**src/rtl/exe_mem_issue.sv**
```systemverilog
// rtl/exe_mem_issue.sv - EXE-stage data-memory issue unit feeding mem_stage
//
// Holds one EXE op, derives byte strobes / size / store data, flags misaligned
// accesses (ALE), drives the SRAM-like request channel and hands the op to MEM
// once the request is accepted (addr_ok). Requests killed by a flush after they
// were issued are counted so that their late data_ok is swallowed. A data_ok
// that returns while MEM is still not accepting the op is buffered and replayed
// one cycle after handoff.
//
// Ports:
//   clk, reset                      clock, synchronous active-high reset
//   ds_to_es_valid / es_allowin     upstream handshake
//   in_payload                      opaque EXE->MEM bus, passed through
//   in_mem_en/we/size/addr/st_data  memory op description
//   in_exc                          op already faulted: never issue a request
//   flush                           exception/ertn commit from WB
//   es_to_ms_valid / ms_allowin     downstream handshake
//   es_to_ms_payload/ale/badv       op forwarded to MEM
//   data_sram_*                     SRAM-like request / response channel
//   ms_data_ok / ms_rdata           filtered and replayed response to MEM

module exe_mem_issue #(
   parameter int PAYLOAD_WD = 150,
   parameter int CNT_W      = 2
) (
   input  logic                  clk,
   input  logic                  reset,
   input  logic                  ds_to_es_valid,
   output logic                  es_allowin,
   input  logic [PAYLOAD_WD-1:0] in_payload,
   input  logic                  in_mem_en,
   input  logic                  in_mem_we,
   input  logic [1:0]            in_mem_size,
   input  logic [31:0]           in_addr,
   input  logic [31:0]           in_st_data,
   input  logic                  in_exc,
   input  logic                  flush,
   output logic                  es_to_ms_valid,
   input  logic                  ms_allowin,
   output logic [PAYLOAD_WD-1:0] es_to_ms_payload,
   output logic                  es_to_ms_ale,
   output logic [31:0]           es_to_ms_badv,
   output logic                  data_sram_req,
   output logic                  data_sram_wr,
   output logic [1:0]            data_sram_size,
   output logic [3:0]            data_sram_wstrb,
   output logic [31:0]           data_sram_addr,
   output logic [31:0]           data_sram_wdata,
   input  logic                  data_sram_addr_ok,
   input  logic                  data_sram_data_ok,
   input  logic [31:0]           data_sram_rdata,
   output logic                  ms_data_ok,
   output logic [31:0]           ms_rdata
);

   localparam logic [CNT_W-1:0] CNT_MAX  = {CNT_W{1'b1}};
   localparam logic [CNT_W-1:0] CNT_ZERO = '0;

   typedef enum logic [1:0] {
      S_EMPTY = 2'd0,
      S_PASS  = 2'd1,
      S_REQ   = 2'd2,
      S_ACC   = 2'd3
   } state_t;

   state_t                  state_q, state_d;
   logic                    req_q, req_d;           // request already asserted to SRAM
   logic                    killed_q, killed_d;     // op flushed while its request was pending
   logic [CNT_W-1:0]        cancel_cnt_q, cancel_cnt_d;
   logic                    buf_valid_q, buf_valid_d;
   logic [31:0]             buf_data_q, buf_data_d;
   logic                    replay_q, replay_d;
   logic [PAYLOAD_WD-1:0]   payload_q, payload_d;
   logic                    we_q, we_d;
   logic [1:0]              size_q, size_d;
   logic [31:0]             addr_q, addr_d;
   logic [31:0]             wdata_q, wdata_d;
   logic [3:0]              wstrb_q, wstrb_d;
   logic                    ale_q, ale_d;

   logic req_now, kill_now, accept, ready_go, load;
   logic cnt_inc, cnt_dec, resp_ok, capture;
   logic in_ale;
   logic [3:0]  in_wstrb;
   logic [31:0] in_wdata;

   // Decode of the incoming op: alignment, strobes and replicated store data.
   always_comb begin
      in_ale   = 1'b0;
      in_wstrb = 4'h0;
      in_wdata = in_st_data;
      case (in_mem_size)
         2'd0: begin
            in_wstrb = 4'b0001 << in_addr[1:0];
            in_wdata = {4{in_st_data[7:0]}};
         end
         2'd1: begin
            in_ale   = in_addr[0];
            in_wstrb = in_addr[1] ? 4'b1100 : 4'b0011;
            in_wdata = {2{in_st_data[15:0]}};
         end
         default: begin
            in_ale   = (in_addr[1:0] != 2'b00);
            in_wstrb = 4'hF;
         end
      endcase
      in_ale = in_ale && in_mem_en;
      if (!in_mem_we) begin
         in_wstrb = 4'h0;
      end
   end

   // While the cancel counter is saturated no new request may start, since its
   // response could not be told apart; a request already on the bus stays up.
   assign req_now  = (state_q == S_REQ) && (req_q || (cancel_cnt_q != CNT_MAX));
   assign kill_now = killed_q || flush;
   assign accept   = req_now && data_sram_addr_ok;
   assign ready_go = (state_q == S_PASS) || (state_q == S_ACC) ||
                     (accept && !kill_now);

   assign es_allowin     = !reset && !flush &&
                           ((state_q == S_EMPTY) || (ready_go && ms_allowin));
   assign load           = ds_to_es_valid && es_allowin;
   assign es_to_ms_valid = ready_go && !flush;

   // Responses owed to killed requests are consumed first, in order.
   assign cnt_dec = data_sram_data_ok && (cancel_cnt_q != CNT_ZERO);
   assign resp_ok = data_sram_data_ok && (cancel_cnt_q == CNT_ZERO);
   assign capture = resp_ok && (state_q == S_ACC);

   always_comb begin
      state_d    = state_q;
      req_d      = req_q;
      killed_d   = killed_q;
      buf_valid_d = buf_valid_q;
      buf_data_d = buf_data_q;
      replay_d   = 1'b0;
      payload_d  = payload_q;
      we_d       = we_q;
      size_d     = size_q;
      addr_d     = addr_q;
      wdata_d    = wdata_q;
      wstrb_d    = wstrb_q;
      ale_d      = ale_q;
      cnt_inc    = 1'b0;

      if (capture) begin
         buf_data_d = data_sram_rdata;
      end

      case (state_q)
         S_PASS: begin
            if (flush || ms_allowin) begin
               state_d = S_EMPTY;
            end
         end
         S_REQ: begin
            if (accept) begin
               req_d    = 1'b0;
               killed_d = 1'b0;
               if (kill_now) begin
                  state_d = S_EMPTY;
                  cnt_inc = 1'b1;
               end else if (ms_allowin) begin
                  state_d = S_EMPTY;
               end else begin
                  state_d = S_ACC;
               end
            end else begin
               req_d = req_now;
               if (flush) begin
                  if (req_now) begin
                     killed_d = 1'b1;
                  end else begin
                     state_d = S_EMPTY;
                  end
               end
            end
         end
         S_ACC: begin
            if (flush) begin
               state_d     = S_EMPTY;
               buf_valid_d = 1'b0;
               // Response still outstanding: its data_ok must be swallowed later.
               cnt_inc     = !(buf_valid_q || capture);
            end else if (ms_allowin) begin
               state_d     = S_EMPTY;
               buf_valid_d = 1'b0;
               replay_d    = buf_valid_q || capture;
            end else if (capture) begin
               buf_valid_d = 1'b1;
            end
         end
         default: ;
      endcase

      if (load) begin
         state_d   = (in_mem_en && !in_exc && !in_ale) ? S_REQ : S_PASS;
         req_d     = 1'b0;
         killed_d  = 1'b0;
         payload_d = in_payload;
         we_d      = in_mem_we;
         size_d    = in_mem_size;
         addr_d    = in_addr;
         wdata_d   = in_wdata;
         wstrb_d   = in_wstrb;
         ale_d     = in_ale;
      end

      cancel_cnt_d = cancel_cnt_q + {{(CNT_W-1){1'b0}}, cnt_inc}
                                  - {{(CNT_W-1){1'b0}}, cnt_dec};
   end

   always_ff @(posedge clk) begin
      if (reset) begin
         state_q      <= S_EMPTY;
         req_q        <= 1'b0;
         killed_q     <= 1'b0;
         cancel_cnt_q <= '0;
         buf_valid_q  <= 1'b0;
         buf_data_q   <= 32'h0;
         replay_q     <= 1'b0;
         payload_q    <= '0;
         we_q         <= 1'b0;
         size_q       <= 2'd0;
         addr_q       <= 32'h0;
         wdata_q      <= 32'h0;
         wstrb_q      <= 4'h0;
         ale_q        <= 1'b0;
      end else begin
         state_q      <= state_d;
         req_q        <= req_d;
         killed_q     <= killed_d;
         cancel_cnt_q <= cancel_cnt_d;
         buf_valid_q  <= buf_valid_d;
         buf_data_q   <= buf_data_d;
         replay_q     <= replay_d;
         payload_q    <= payload_d;
         we_q         <= we_d;
         size_q       <= size_d;
         addr_q       <= addr_d;
         wdata_q      <= wdata_d;
         wstrb_q      <= wstrb_d;
         ale_q        <= ale_d;
      end
   end

   assign es_to_ms_payload = payload_q;
   assign es_to_ms_ale     = ale_q;
   assign es_to_ms_badv    = ale_q ? addr_q : 32'h0;

   assign data_sram_req    = req_now;
   assign data_sram_wr     = we_q;
   assign data_sram_size   = size_q;
   assign data_sram_wstrb  = wstrb_q;
   assign data_sram_addr   = addr_q;
   assign data_sram_wdata  = wdata_q;

   assign ms_data_ok = replay_q || (resp_ok && (state_q != S_ACC));
   assign ms_rdata   = replay_q ? buf_data_q : data_sram_rdata;

endmodule

```
**config.mk**
```make
export PLATFORM = sky130hd
export DESIGN_NAME = exe_mem_issue
export DESIGN_NICKNAME = d
export VERILOG_FILES = /design/src/rtl/exe_mem_issue.sv
export SDC_FILE = /design/constraint.sdc
export NUM_CORES = 1
export LEC_CHECK = 0
export ABC_CLOCK_PERIOD_IN_PS = 4300
export CAP_MARGIN = 20
export CELL_PAD_IN_SITES_DETAIL_PLACEMENT = 0
export CELL_PAD_IN_SITES_GLOBAL_PLACEMENT = 1
export CORE_AREA = 3 3 214 216
export CTS_CLUSTER_SIZE = 25
export DETAILED_ROUTE_END_ITERATION = 10
export DIE_AREA = 0 0 217 219
export DONT_BUFFER_PORTS = 1
export MAX_ROUTING_LAYER = met4
export PLACE_DENSITY = 0.54
export SYNTH_ARGS = -nofsm -noshare
export SYNTH_HDL_FRONTEND = slang
export SYNTH_SLANG_ARGS = --single-unit
```
**constraint.sdc**
```tcl
create_clock -name clk -period 4.3 [get_ports clk]
set_input_delay 1.075 -clock clk [delete_from_list [all_inputs] [get_ports clk]]
set_output_delay 1.075 -clock clk [all_outputs]
set_load 0.02 [all_outputs]
```
==> flow_summary_export.csv, run 1 <==
group,metric,value,unit
run_status,status,"finished clean",
timing,hold_violations,0,
yosys,ys_warn_count,0,
global_route,grt_pass1_vias,9229,
timing,period_share,73.93,%
timing,final-max-slew-violation-count,0,
min_path,min_path_type,"reg2reg",
floorplan,fp.dieW,217,um
yosys,yosysTopAreaCell,"dfxtp_1",
timing,setup_violations,0,
clock_tree,cts_max_path_buffers,3,
clock_tree,cts-root-buf,"clkbuf_16",
global_route,grt_use_met2,26.76,%
floorplan,rows,77,
yosys,synth_seq_area_share,47.74,%
final_layout,drive_above_1_share,9.355,%
clock_tree,cts_made_buffers,30,
worst_setup_path,critPathKind,"in2out",
clock_tree,htree_num_levels,1,
timing,worstMarginPinSlew,0.8149,ns
clock_tree,cts.hold.buffers_added,0,
timing,slew_headroom,45.54,%
global_route,grt_use_met1,19.39,%
global_route,grt_max_degree,256,
floorplan,dieArea,0.04752,mm^2
final_layout,stdcell_count,1835,
yosys,syn_nets,1572,
worst_setup_path,worstSetupStartpointType,"input pin",
worst_setup_path,arrival,2.10,ns
worst_setup_path,end_kind,"primary output",
worst_setup_path,crit_fanout,5,
worst_setup_path,worstPathRequired,3.22,ns
power,leakage,3.856,nW
floorplan,io_pins,548,
global_route,grt_pass1_wl,60950,um
placement,dp_hpwl,27870,um
placement,place_ws,1.116,ns
clock_tree,clock_sinks,262,
yosys,async_reset_ff_share,0,%
yosys,synth_top_area_share,47.74,%
detailed_routing,drc,0,
timing,setup_ws,1.121,ns
yosys,syn_avg_cell_area,8.374,um^2
yosys,synth_area_leaders,"dfxtp_1, a21oi_1, nand3_1, o21ai_0, o21ai_1",
clock_tree,cts_resized,0,
clock_tree,clkLatencyLatePin,0.57,ns
worst_setup_path,ff2ff_path_depth,9,
floorplan,core,0.04412,mm^2
run,drv_cap,0,
timing,rsz0062_at_grt,"no",
global_route,grt_usage,16.79,%
global_route,busiest_layer,"met2",
power,power_density,456.9,mW/mm^2
placement,numPortBuffers,0,
detailed_routing,num_vias,9636,
yosys,synthCells,1312,
global_route,met3_usage,7.436,%
detailed_routing,vias_per_cell,5.251,
power,peakVddDrop,0.2996,mV
global_route,grt-ovfl-total,0,
yosys,synthFlopType,"dfxtp_1",
timing,clock_skew,0.02398,ns
yosys,ys_ff_latch,262,
floorplan,start_util,24.90,%
yosys,synth_commonest_cells,"dfxtp_1, a21oi_1, nand3_1",
yosys,ys_types,54,
placement,placed_cells_incl_taps,1777,
timing,layout_min_cycle_time,3.179,ns
detailed_routing,ant_nets,0,
yosys,yosysMostFrequentCell,"dfxtp_1",
detailed_routing,dr.pass1.iters,5,
final_layout,syn_to_final_growth,11.63,%
clock_tree,cts_tree,"built",
floorplan,dieHeight,219,um
detailed_routing,drtIter0Drc,751,
clock_tree,clkTransAtPathRegs,0.06,ns
timing,timing.fmax,314.6,MHz
final_layout,n_fill_cell,4846,
min_path,whs_path_depth,2,
final_layout,final_nets,1477,
timing,tns,0,ns
placement,place_congestion,0.7789,
yosys,syn-cell-area,0.01099,mm^2
global_route,antenna_found_initial,5,
clock_tree,post_cts_buffers,0,
detailed_routing,wire_per_inst,23.06,um
detailed_routing,routed_wl,42320,um
yosys,synth_edf_count,0,
timing,whs,0.4504,ns
## layout by cell type (no fill, tap or decap), drive strengths merged, types with 11 or more instances in the layout
cell	count
dfxtp	262
o21ai	212
nand2	88
clkbuf	47
buf	14
and2	32
mux2i	16
nor2	11
a21oi	245
nand3	196
mux2	32
## layer usage
metal / wire, um / vias to the layer above
li1: - / 4504
met1: 16180 / 4609
met2: 19790 / 464
met3: 5209 / 59
met4: 1144 / 0
met5: 0 / -
## per-stage QoR
stage | power [W] | instance area (um^2) | utilization (%)
after global routing | 0.005852 | 12260 | 27.79
after global placement | 0.003065 | 11270 | 25.55
after detailed placement | 0.003068 | 11270 | 25.55
after floorplan | 0.003011 | 10990 | -
final | 0.005603 | 12260 | 27.79
after CTS | 0.005712 | 12260 | 27.78
## critical path, cell delays in order
cell and delay, ns:
and2b_1 0.20, a31o_2 0.23, a21oi_1 0.08, nor3_1 0.52
## sequential cells by signal, summed over array words and instances (netlist names)
register	cells
data_sram_wstrb	4
killed_q	1
req_q	1
data_sram_wr	1
es_to_ms_payload	150
data_sram_wdata	32
buf_data_q	32
replay_q	1
state_q	2
es_to_ms_ale	1
buf_valid_q	1
cancel_cnt_q	2
data_sram_addr	32
data_sram_size	2
## logic make-up after synthesis
group                    Yosys count  share of synthesized area [%]
AO/OA/AOI/OAI                    496                          24.67
flip-flops                       262                          47.74
multiplexers                      48                          4.738
adder cells (fa/ha/maj)            2                         0.2277
buffers and inverters            144                          6.286
AND/OR/NAND/NOR                  358                          16.18
XOR/XNOR                           2                         0.1595
## where the power goes
group          internal, W  leakage, nW  switching [W]
Combinational     0.000125         1.25       0.000189
Clock              0.00155        0.481        0.00104
Sequential         0.00251         2.13       0.000179
Total              0.00419         3.86        0.00141
## cell type report
class | instances | area, um^2 | share of cell area [%]
Antenna cell | 3 | 7.507 | 0.06121
Clock buffer | 47 | 865.8 | 7.060
Clock inverter | 8 | 118.9 | 0.9692
Inverter | 3 | 11.26 | 0.09182
Multi-Input combinational cell | 906 | 5069 | 41.33
Sequential cell | 262 | 5246 | 42.78
Tap cell | 592 | 740.7 | 6.040
Timing Repair Buffer | 14 | 205.2 | 1.673
## path summary, 6_finish.rpt
path	start	endpoint	slack, ns
min	buf_data_q[24]	buf_data_q[24]	0.45
max reg2reg	state_q[0]	cancel_cnt_q[1]	2.00
min reg2reg	buf_data_q[24]	buf_data_q[24]	0.45
max	data_sram_addr_ok	es_allowin	1.12
No activity file was read; power rests on OpenSTA's default activity.
==> run 2, diff against run 1 <==
ABC_CLOCK_PERIOD_IN_PS = 2700   (was 4300)
PLACE_DENSITY = 0.56   (was 0.54)
clock period = 2.7 ns   (was 4.3 ns; I/O delays follow)
==> run 2 against run 1 <==
  * Non-clock buffer count up 16
  * First-iteration DRC count down 5.2%
  * Total power up 55%
  * Highest routed layer unchanged
  * Die area unchanged
==> flow_summary_export.csv, run 2 (synthesis results as in run 1) <==
group,metric,value,unit
run_status,status,"finished clean",
detailed_routing,vias_per_cell,5.198,
detailed_routing,ant_nets,0,
global_route,grt-ovfl-total,0,
timing,layout_min_cycle_time,2.535,ns
timing,clock_skew,0.01265,ns
detailed_routing,wire_per_inst,23.17,um
clock_tree,cts_made_buffers,30,
floorplan,dieArea,0.04752,mm^2
floorplan,dieHeight,219,um
global_route,antenna_found_initial,7,
clock_tree,cts-root-buf,"clkbuf_16",
worst_setup_path,end_kind,"primary output",
global_route,grt_pass1_wl,61580,um
final_layout,largest_reg_flops,150,
clock_tree,cts_resized,0,
clock_tree,cts_max_path_buffers,3,
final_layout,n_fill_cell,4823,
worst_setup_path,critPathBufInv,1,
final_layout,syn_to_final_growth,12.73,%
clock_tree,cts.hold.buffers_added,0,
detailed_routing,routed_wl,42860,um
placement,place_congestion,0.8039,
detailed_routing,num_vias,9617,
worst_setup_path,crit_family,"compound AO/OA/AOI/OAI gates",
timing,setup_violations,0,
worst_setup_path,path_cells,"and2b_1 -> a31o_2 -> a21oi_1 -> nor3_1 -> buf_4",
floorplan,rows,77,
min_path,min_path_type,"in2reg",
timing,period_share,93.90,%
timing,whs,0.1768,ns
final_layout,final_nets,1493,
worst_setup_path,cp_slowest_stage_delay,0.36,ns
detailed_routing,drc,0,
detailed_routing,drtIter0Drc,712,
timing,slew_headroom,25.13,%
global_route,grt_max_degree,256,
detailed_routing,dr.pass1.iters,4,
placement,dp_hpwl,29020,um
placement,numPortBuffers,0,
worst_setup_path,r2r_setup_slack,0.51,ns
final_layout,multiInputGateArea,0.005069,mm^2
power,power_density,700.2,mW/mm^2
clock_tree,clkTransAtPathRegs,0.06,ns
clock_tree,clock_sinks,262,
power,peakVddDrop,0.3725,mV
clock_tree,post_cts_buffers,0,
timing,timing.fmax,394.4,MHz
timing,final-max-slew-violation-count,0,
floorplan,fp.dieW,217,um
clock_tree,htree_num_levels,1,
worst_setup_path,critPathKind,"reg2out",
timing,hold_violations,0,
timing,tns,0,ns
global_route,grt_pass1_vias,9259,
clock_tree,clkLatencyLatePin,0.57,ns
power,leakage,3.925,nW
worst_setup_path,worstSetupStartpointType,"flip-flop",
timing,worstMarginPinSlew,1.123,ns
floorplan,core,0.04412,mm^2
final_layout,drive_above_1_share,10.55,%
worst_setup_path,worstPathRequired,2.03,ns
final_layout,register_area,0.005246,mm^2
floorplan,io_pins,548,
final_layout,final_common_cell,"dfxtp_1",
worst_setup_path,crit_fanout,4,
clock_tree,cts_tree,"built",
timing,rsz0062_at_grt,"no",
worst_setup_path,arrival,1.86,ns
final_layout,final_cell_mix,"dfxtp_1, a21oi_1, nand3_1",
worst_setup_path,cp_slowest_cell,"dfxtp_1",
floorplan,start_util,24.90,%
run,drv_cap,0,
global_route,grt_usage,17.02,%
==> run 2: cell types whose count changed in the layout (fill, tap and decap cells not counted) <==
| cell | change |
|---|---|
| bufinv_16 | -3 |
| diode_2 | +4 |
| buf_4 | +11 |
| clkbuf_8 | +3 |
| clkinv_4 | -1 |
| clkbuf_1 | -5 |
| buf_12 | +5 |
| clkinv_2 | +1 |
==> run 2: stage by stage <==
stage | utilization (%) | std cells | power [W] | worst slack, ns | area (um^2)
global placement | 25.96 | 1793 | 0.004901 | 0.4019 | 11450
finish | 28.07 | 1850 | 0.008672 | 0.1647 | 12390
CTS | 28.03 | 1843 | 0.008827 | 0.1208 | 12370
detailed placement | 25.96 | 1793 | 0.004903 | 0.4481 | 11450
global route | 28.07 | 1850 | 0.009036 | 0.06571 | 12390
floorplan | - | 1312 | 0.004795 | 0.2665 | 10990
==> run 2: layer usage <==
layer  wire length [um]  up-vias  track usage (%)
li1                   -     4532                -
met1              16550     4644            19.22
met4                925        0            5.110
met3               5058       49            7.768
met5                  0        -                -
met2              20320      392            27.15
==> run 2: final timing paths <==
path / from / depth (start not counted) / end
worst min-delay path: reset / 1 / es_to_ms_ale
worst max-delay path: killed_q / 5 / es_allowin
worst max register to register: state_q[0] / 10 / cancel_cnt_q[1]
worst min register to register: buf_data_q[3] / 2 / buf_data_q[3]
==> run 2: cell type report <==
class | instances | area share (%)
well taps | 592 | 5.980
multi-input cells | 906 | 40.92
diodes | 7 | 0.1414
inverters | 3 | 0.09092
repair buffers | 30 | 3.132
clock buffers | 45 | 7.172
clock inverters | 5 | 0.2020
flip-flops and latches | 262 | 42.36
==> run 2: where the power goes <==
group | switching, W | internal, W | leakage [nW]
registers | 0.000279 | 0.00400 | 2.13
logic | 0.000308 | 0.000216 | 1.34
clock network | 0.00163 | 0.00224 | 0.454
==> run 3, diff against run 2 <==
CORE_AREA = not set   (was 3 3 214 216)
CORE_MARGIN = 3   (was not set)
CORE_UTILIZATION = 25   (was not set)
DIE_AREA = not set   (was 0 0 217 219)
==> run 3 against run 2 <==
  * Combinational power grew 3%
  * Routed wire length down 2.7%
  * Fmax down 1.4%
  * Worst hold slack improved by 0.012 ns
  * Register-to-register slack got worse by 0.09 ns
  * Non-clock buffer count increased by 1
  * Via count is essentially flat
  * Clock skew is 0.00052 ns lower
  * Highest routed layer unchanged
  * Count of clock-buffer cells in the layout stayed put
  * Critical path depth is 3 lower
==> flow_summary_export.csv, run 3 (synthesis results as in run 1) <==
group,metric,value,unit
final_layout,drive_above_1_share,11.13,%
worst_setup_path,arrival,1.90,ns
clock_tree,cts_tree,"built",
detailed_routing,num_vias,9616,
floorplan,dieArea,0.04650,mm^2
detailed_routing,drc,0,
clock_tree,cts_made_buffers,30,
min_path,min_path_type,"in2reg",
detailed_routing,ant_nets,0,
run,drv_cap,0,
worst_setup_path,worstPathRequired,2.03,ns
final_layout,syn_to_final_growth,14.12,%
worst_setup_path,cp_slowest_stage_delay,0.47,ns
final_layout,final_common_cell,"dfxtp_1",
worst_setup_path,ff2ff_path_depth,10,
floorplan,io_pins,548,
floorplan,dieHeight,215.6,um
timing,worstMarginPinSlew,1.185,ns
floorplan,fp.dieW,215.6,um
clock_tree,clkTransAtPathRegs,0.06,ns
detailed_routing,wire_per_inst,22.59,um
worst_setup_path,worstReg2RegStart,"state_q[0]",
placement,place_congestion,0.7980,
clock_tree,cts-root-buf,"clkbuf_16",
clock_tree,cts_max_path_buffers,3,
detailed_routing,vias_per_cell,5.209,
global_route,antenna_found_initial,3,
worst_setup_path,crit_end,"es_allowin",
floorplan,rows,76,
clock_tree,cts_resized,0,
detailed_routing,dr.pass1.iters,5,
global_route,grt_max_degree,256,
timing,setup_violations,0,
timing,tns,0,ns
clock_tree,htree_num_levels,1,
final_layout,final_nets,1494,
worst_setup_path,path_cells,"nor3_1 -> buf_4",
worst_setup_path,crit_cells,2,
detailed_routing,drtIter0Drc,716,
timing,layout_min_cycle_time,2.572,ns
placement,numPortBuffers,0,
clock_tree,clkLatencyLatePin,0.56,ns
timing,period_share,95.26,%
global_route,grt_pass1_wl,61200,um
worst_setup_path,critPathKind,"in2out",
worst_setup_path,r2r-end,"cancel_cnt_q[1]",
final_layout,largest_reg_flops,150,
final_layout,n_fill_cell,4684,
power,power_density,739.8,mW/mm^2
detailed_routing,routed_wl,41710,um
timing,rsz0062_at_grt,"no",
worst_setup_path,crit_fanout,255,
worst_setup_path,crit_start,"reset",
worst_setup_path,cp_slowest_cell,"nor3_1",
power,peakVddDrop,0.4703,mV
clock_tree,post_cts_buffers,0,
floorplan,start_util,25.39,%
timing,slew_headroom,20.99,%
global_route,grt_pass1_vias,9438,
worst_setup_path,worstSetupStartpointType,"input pin",
power,leakage,4.012,nW
run_status,status,"finished clean",
worst_setup_path,r2r_setup_slack,0.42,ns
clock_tree,clock_sinks,262,
timing,timing.fmax,388.8,MHz
worst_setup_path,end_kind,"primary output",
final_layout,final_cell_mix,"dfxtp_1, a21oi_1, nand3_1",
floorplan,core,0.04327,mm^2
worst_setup_path,crit_family,"simple AND/OR/NAND/NOR gates",
worst_setup_path,critPathBufInv,1,
global_route,grt_usage,17.16,%
timing,final-max-slew-violation-count,0,
global_route,grt-ovfl-total,0,
placement,dp_hpwl,28290,um
timing,setup_ws,0.1281,ns
timing,hold_violations,0,
timing,clock_skew,0.01213,ns
clock_tree,cts.hold.buffers_added,0,
placement,place_ws,0.4351,ns
-- run 3: area by class of cell --
type / count / area [um^2] / share of cell area (%)
timing repair buffer: 31 / 382.9 / 3.054
multi-input combinational: 906 / 5069 / 40.43
tap: 585 / 732.0 / 5.838
sequential: 262 / 5245 / 41.83
clock inverter: 11 / 182.7 / 1.457
inverter: 3 / 11.26 / 0.08981
clock buffer: 45 / 908.4 / 7.245
antenna: 3 / 7.507 / 0.05987
-- run 3: worst min path at each step --
| stage | cells after the start | endpoint | slack [ns] | start |
|---|---|---|---|---|
| after global placement | 2 | buf_data_q[2] | 0.44 | buf_data_q[2] |
| after detailed placement | 2 | buf_data_q[9] | 0.45 | buf_data_q[9] |
| after global routing | 1 | es_to_ms_payload[117] | 0.16 | reset |
| after CTS | 1 | es_to_ms_payload[117] | 0.16 | reset |
| after floorplan | 2 | buf_data_q[0] | 0.43 | buf_data_q[0] |
| final | 1 | es_to_ms_payload[117] | 0.19 | reset |
-- run 3: layer usage --
| metal | track usage [%] | share of wire (%) |
|---|---|---|
| met1 | 20.04 | 39 |
| met2 | 27.97 | 47 |
| met3 | 6.449 | 11 |
| met4 | 4.296 | 1.8 |
| met5 | - | 0 |
-- run 3: through the flow --
step	util (%)	std cells	hold WS (ns)	instance area, um^2	power (W)
3_5_place_dp	26.44	1787	0.4477	11440	0.004908
4_1_cts	28.96	1843	0.1568	12530	0.009425
3_3_place_gp	26.44	1787	0.4397	11440	0.004901
2_1_floorplan	-	1312	0.4329	10990	0.004795
6_report	28.98	1846	0.1890	12540	0.009276
5_1_grt	28.97	1845	0.1599	12540	0.009651
-- run 3: power by group --
group	switching [W]	leakage (nW)	total [W]	internal [W]
Clock	0.00168	0.537	0.00446	0.00279
Sequential	0.000272	2.13	0.00428	0.00400
Combinational	0.000316	1.35	0.000538	0.000222
